--- src/rtl/rr_arbiter.sv ---
// Round-robin arbiter with one-hot grant; the search starts at the
// pointer, which advances past the winner on accept.
module rr_arbiter #(
    parameter int N  = 4,
    parameter int IW = 2
) (
    input  logic          clk,
    input  logic          rst_n,
    input  logic [N-1:0]  req,
    input  logic          accept,
    output logic [N-1:0]  gnt,
    output logic [IW-1:0] gnt_idx
);

    logic [IW-1:0] ptr;
    logic          found;
    int            j;

    always_comb begin
        gnt     = '0;
        gnt_idx = '0;
        found   = 1'b0;
        j       = 0;
        for (int k = 0; k < N; k++) begin
            j = int'(ptr) + k;
            if (j >= N) j = j - N;
            if (!found && req[j]) begin
                found   = 1'b1;
                gnt[j]  = 1'b1;
                gnt_idx = IW'(j);
            end
        end
    end

    always_ff @(posedge clk or negedge rst_n) begin
        if (!rst_n) begin
            ptr <= '0;
        end else if (accept && found) begin
            if (int'(gnt_idx) == N - 1) ptr <= '0;
            else ptr <= gnt_idx + IW'(1);
        end
    end

endmodule

--- config.mk ---
export PLATFORM = sky130hd
export DESIGN_NAME = rr_arbiter
export DESIGN_NICKNAME = d
export VERILOG_FILES = /design/src/rtl/rr_arbiter.sv
export SDC_FILE = /design/constraint.sdc
export NUM_CORES = 1
export LEC_CHECK = 0
export ABC_CLOCK_PERIOD_IN_PS = 5200
export CAP_MARGIN = 0
export CORE_AREA = 4 4 41 43
export CTS_CLUSTER_SIZE = 20
export DETAILED_ROUTE_END_ITERATION = 16
export DIE_AREA = 0 0 45 47
export DONT_BUFFER_PORTS = 1
export PLACE_DENSITY = 0.66
export SYNTH_ARGS = -nofsm -noshare
export SYNTH_HDL_FRONTEND = slang
export SYNTH_SLANG_ARGS = --single-unit
--- constraint.sdc ---
create_clock -name clk -period 5.2 [get_ports clk]
set_clock_uncertainty 0.1 [all_clocks]
set_input_delay 1.04 -clock clk [delete_from_list [all_inputs] [get_ports clk]]
set_output_delay 1.04 -clock clk [all_outputs]
set_load 0.01 [all_outputs]
==> run_results.csv <==
group,metric,value,unit
outcome,status,"finished clean",
logic_synthesis,yosys.area.top_type,"ha_1",
sta,setup_slack,1420,ps
cts,clk_latency,220,ps
finish,nets,88,
pwr,ir_drop,356,uV
pwr,power.density,655,nW/um^2
logic_synthesis,synth_warnings,0,
route,drc,0,
die,die_h,47,microns
route,finalWirelength,1250,microns
cts,clk_pin_slew,30,ps
route,ant_nets,0,
cts,cts_tree,"done",
pwr,pwr-share-seq,15.3,%
route,first_pass_iters,4,
grt,track_usage,13.3,%
route,via_per_inst,6.32,
finish,largest-register,"ptr",
grt,overflow,0,
logic_synthesis,synth.cell_area,607,sq um
critical_path,path_cells,"inv_1 > ha_1 > mux4_2 > nor2b_2 > and2b_4 > a221o_1",
sta,tightest_slew,615,ps
grt,grt_pass1_vias,493,
grt,grt_max_degree,21,
logic_synthesis,yosys.cell_count.top_type,"nand2_1",
pwr,p_clk_share,8.5,%
finish,reg.largest.list,"ptr (2)",
sta,setup_viol,0,
logic_synthesis,netlist_instances,73,
pwr,power,398,uW
job,max_cap_violations,0,
sta,min_period,3780,ps
pwr,swShare,52.7,%
die,row_count,13,
die,start_util,46.6,%
place,port_buffers,0,
critical_path,crit_slowest_cell,"dfrtp_1",
finish,utilization,46.6,%
die,ioPinCount,13,
logic_synthesis,synth-seq-cells,2,
sta,maxSlewViolCount,0,
critical_path,cp_max_fo,20,
pwr,pwr-share-comb,76.2,%
finish,drive_gt1_share,12.9,%
finish,seqCellArea,50.0,sq um
die,core-area,1300,sq um
place,preCtsSetupSlack,1650,ps
finish,multi_input_comb_area,508,sq um
pwr,leakage,0.000242,uW
cts,cts_buffer_depth,2,
critical_path,start_kind,"register",
cts,cts_buffers,3,
sta,relSlewSlack,59.0,%
sta,rsz0062_at_grt,"false",
critical_path,crit_path_start,"ptr[0]$_DFFE_PN0P_",
critical_path,rr_startpoint,"ptr[0]$_DFFE_PN0P_",
logic_synthesis,ys_top_cells_by_count,"11 x nand2_1, 9 x ha_1, 6 x o21ai_0",
logic_synthesis,ys.flop_type,"dfrtp_1",
place,dpl.hpwl,930,microns
pwr,switching_power,209,uW
route,drt-initial-drc-count,9,
pwr,internal-power,188,uW
cts,h-tree-depth,1,
finish,insertedDiodeCount,0,
finish,nFillCells,121,
logic_synthesis,yosysUniqueCellTypes,32,
logic_synthesis,syn_nets,89,
place,gp_congestion,0.784,
sta,min_period_over_period,72.7,%
critical_path,crit_arrival,2640,ps
logic_synthesis,synth_area_leaders,"ha_1 19%, mux4_2 11%, dfrtp_1 8.2%, nand2_1 6.8%, a221o_1 6.6%",
critical_path,slowest_delay,720,ps
cts,numClockSinks,2,
die,die_x,45,microns
place,dp.cells,82,
grt,antenna_found_initial,0,
logic_synthesis,ys_seq_area_share,8.25,%
sta,timing.fmax,264,MHz
logic_synthesis,postSynthAreaPerCell,8.31,sq um
route,via_count,537,
cts,cts_setup_buffers,0,
logic_synthesis,ys_async_sr_fraction,100,%
die,dieArea,2120,sq um
cts,cts_resized,0,
cts,root_buffer,"clkbuf_4",
sta,hold_violations,0,
route,wl_per_cell,14.7,microns
critical_path,required,4060,ps
finish,areaGrowthSynthToFinish,0,%
finish,fin_cells,85,
logic_synthesis,synth_top_area_share,18.6,%
grt,grt_pass1_wl,2100,microns
logic_synthesis,synth_edf_count,0,
finish,largest_reg_flops,2,
cts,cts-hold-fix-buffers,0,
min_path,hold_path.class,"in2async",
critical_path,path_class,"reg2out",
sta,tns,0,ps
critical_path,end_kind,"primary output",
[path summary, 6_finish.rpt]
check                                           to  slack (ps)  depth (start not counted)
worst max-delay path                        gnt[2]        1420                          6
worst min-delay path            ptr[1]$_DFFE_PN0P_         410                          0
worst max register to register  ptr[0]$_DFFE_PN0P_        1920                          8
worst min register to register  ptr[1]$_DFFE_PN0P_         730                          1
max in group asynchronous       ptr[0]$_DFFE_PN0P_        4520                          0
min in group clk                ptr[1]$_DFFE_PN0P_         730                          1
[worst max-delay path: cells and delay by family (launching register included)]
kind            cells  cell delay (ps)
compound gates      1              200
flops               1              720
fa+ha+maj           1              430
buf+inv             1              240
mux                 1              410
simple gates        2              410
[stage by stage]
stage,hold WS [ps],area (sq um)
4_1_cts,401,607
6_report,415,607
5_1_grt,396,607
3_5_place_dp,644,584
2_1_floorplan,640,607
3_3_place_gp,644,584
[layer usage]
layer	GRT usage (%)	wire length, microns
met1	16.6	571
met2	22.6	618
met3	0.383	57
met4	8.77	0
met5	0	0
[power groups by stage]
stage / Clock, uW / Combinational [uW] / Sequential, uW
after floorplan: 0 / 300 / 34.1
after global placement: 0 / 302 / 60.7
after detailed placement: 0 / 302 / 61.5
after CTS: 37.0 / 304 / 61.3
after global routing: 38.4 / 339 / 67.8
final: 33.9 / 303 / 60.9
[cell families after synthesis]
kind of cell    Yosys count  share of synthesized area (%)
flops                     2                           8.25
compound gates           21                           26.4
fa+ha+maj                 9                           18.6
buf+inv                   8                           8.04
mux                       4                           13.0
simple gates             29                           25.8
[cells in the final DEF, fill, tap and decap left out, types with 2 or more instances in the layout]
cell type,count
nand3_1,2
nor2_1,3
o211ai_1,2
a221o_1,4
ha_1,9
dfrtp_1,2
nand2b_1,2
mux4_2,3
nand2_1,11
inv_1,2
nor2b_1,4
o21ai_0,6
clkbuf_4,3
or3_1,2
[final cells by class]
cell class | instances | share of cell area, %
Multi-Input combinational cell | 63 | 83.7
Clock buffer | 3 | 3.71
Tap cell | 15 | 3.09
Sequential cell | 2 | 8.25
Inverter | 2 | 1.24
Power figures use the tool's default switching activity.
==> variant (config.mk and constraints unchanged) <==
Make the reset (`rst_n`) synchronous in one clocked block.
--- a/src/rtl/rr_arbiter.sv
+++ b/src/rtl/rr_arbiter.sv
@@ -32,7 +32,7 @@
         end
     end
 
-    always_ff @(posedge clk or negedge rst_n) begin
+    always_ff @(posedge clk) begin
         if (!rst_n) begin
             ptr <= '0;
         end else if (accept && found) begin
Check against the original RTL: differs if rst_n is asserted again (counterexample within 4 cycles, from zero or initial values and one cycle with rst_n low); with rst_n held inactive, the same outputs for 10 cycles.
==> variant against the original RTL <==
First-iteration DRC count up 33%; worst hold slack better by 0.17 ns; count of clock-buffer cells in the layout did not move; setup slack worse by 0.33 ns; final area is 4.5% higher; sequential cell count did not move; critical path depth up 1; total power grew 2.3%; routed wire length grew 11%; area after synthesis rose by 6.2%; register-to-register slack got worse by 0.43 ns; sequential share of layout area is 1.9 points lower; final cell count rose by 1.2%; critical path type unchanged; largest cell class unchanged.
==> variant: results (changes against the original RTL) <==
metric	value	unit	change
run status	finished, final reports clean		
Crit path max-delay family	flip-flops		
number of optimization iterations in the first detailed-route pass	4		unchanged
pre-CTS WS	1.352	ns	-0.3028 ns
number of warning messages in the yosys log	0		unchanged
GRT Total Usage	14.78	%	+1.4 points
quantity of gates resized following cts	0		unchanged
number of flops mapped to enable cells by yosys	0		unchanged
vias in the first global route	505		+2.4%
endpoint of the worst setup timing path	gnt[1]		
fraction of the yosys area taken by sequential cells	6.214	%	-2.0 points
number of buffers between clock root and the deepest sink	2		unchanged
area post-placement	611.8	µm²	+4.7%
slack of the worst reg-to-reg path	1.49	ns	-0.43 ns
number of placed cells counting well taps	83		+1.2%
most instantiated flip-flop cell in the synthesis netlist	dfxtp_1		
Worst R2R End	ptr[0]		
Worst IR Drop VDD	269.1	µV	-24%
DR WL met2	601	µm	-2.8%
Worst path max stage delay	0.74	ns	+0.02 ns
Worst-Margin Slew	0.6730	ns	+0.05852 ns
drt wl/cell	16.03	µm	+9.3%
critical register-to-register path startpoint	ptr[0]		
largest registers	ptr x2		
highest-delay cell along the critical path	dfxtp_1		
launch instance of the worst min-delay path	ptr[1]		
distinct cell type count of the synthesized netlist	34		+6.3%
first-pass GRT wire length	2.394	mm	+14%
class of the most critical hold timing path	flip-flop to flip-flop		
endpoint of the worst hold-timing path	ptr[1]		
top cells by area, synth	ha_1, mux4_2, dfxtp_1, a221oi_1, o2bb2ai_1		
via count of the routed design	572		+6.5%
met3 global-route usage	5.364	%	+5.0 points
share of final-layout standard cells stronger than drive strength 1	19.72	%	+6.9 points
number of buffers created by CTS	3		unchanged
source-to-sink clock delay at the later pin of the worst-skew pair	0.23	ns	
worst-case hold slack	0.5818	ns	+0.1670 ns
leakage power total	0.0002498	µW	+3.0%
GR met1 Demand/Resource	20.50	%	+3.9 points
Met3 Wirelength	94	µm	+65%
peak fanout along the critical path	19		-5.0%
pin count of the biggest net entering global routing	20		-4.8%
initial antenna violation count	0		unchanged
depth of the most critical reg-to-reg path	11		+3
final wirelength	1.379	mm	+11%
H-tree Lvls	1		unchanged
placer's final routability congestion estimate	0.8198		+4.6%
Async SR Flop Fraction	0	%	-100 points
number of DRC markers in iteration 0	12		+3
min Tclk post-route	4.109	ns	+0.3266 ns
Data arrival, critical path	2.97	ns	+0.33 ns
wire length the detailed router placed on met1	668	µm	+17%
Core Util, Final	48.75	%	+2.1 points
sum of net half-perimeters after detailed placement	1.022	mm	+9.9%
Top Layer Used	met4		
GR met2 Demand/Resource	21.75	%	-0.85 points
Post-Syn Area per Cell	8.827	µm²	+6.2%
Synth top cells by count	ha_1, nor2_1, a221oi_1, nand2_1, o2bb2ai_1		
Syn Nets	89		unchanged
variant: cell types whose count changed after synthesis, sizes merged, moves of 3 or more:
cell,change
nor2,+4
nand2,-7
o2bb2ai,+4
a221o,-4
a221oi,+4
nor3,+4
nor2b,-3
variant: layout make-up:
class,instances,area [µm²]
Tap cell,15,18.77
Sequential cell,2,40.04
Clock buffer,3,22.52
Inverter,3,11.26
Fill cell,137,666.9
Multi-Input combinational cell,63,541.8
variant: kinds of logic after synthesis:
| group | count (synthesis) | share of synthesized area, % |
|---|---|---|
| and+or+nand+nor | 26 | 24.08 |
| muxes | 7 | 16.50 |
| buffers and inverters | 8 | 9.707 |
| adders and majority gates | 9 | 17.48 |
| DFF | 2 | 6.214 |
| AOI/OAI and AO/OA | 21 | 26.02 |
variant: power by group:
part / internal [µW] / switching (µW) / leakage [µW] / total [µW]
Clock: 25.5 / 9.59 / 0.0000138 / 35.1
Combinational: 142 / 178 / 0.000220 / 320
Sequential: 22.9 / 29.2 / 0.0000165 / 52.1
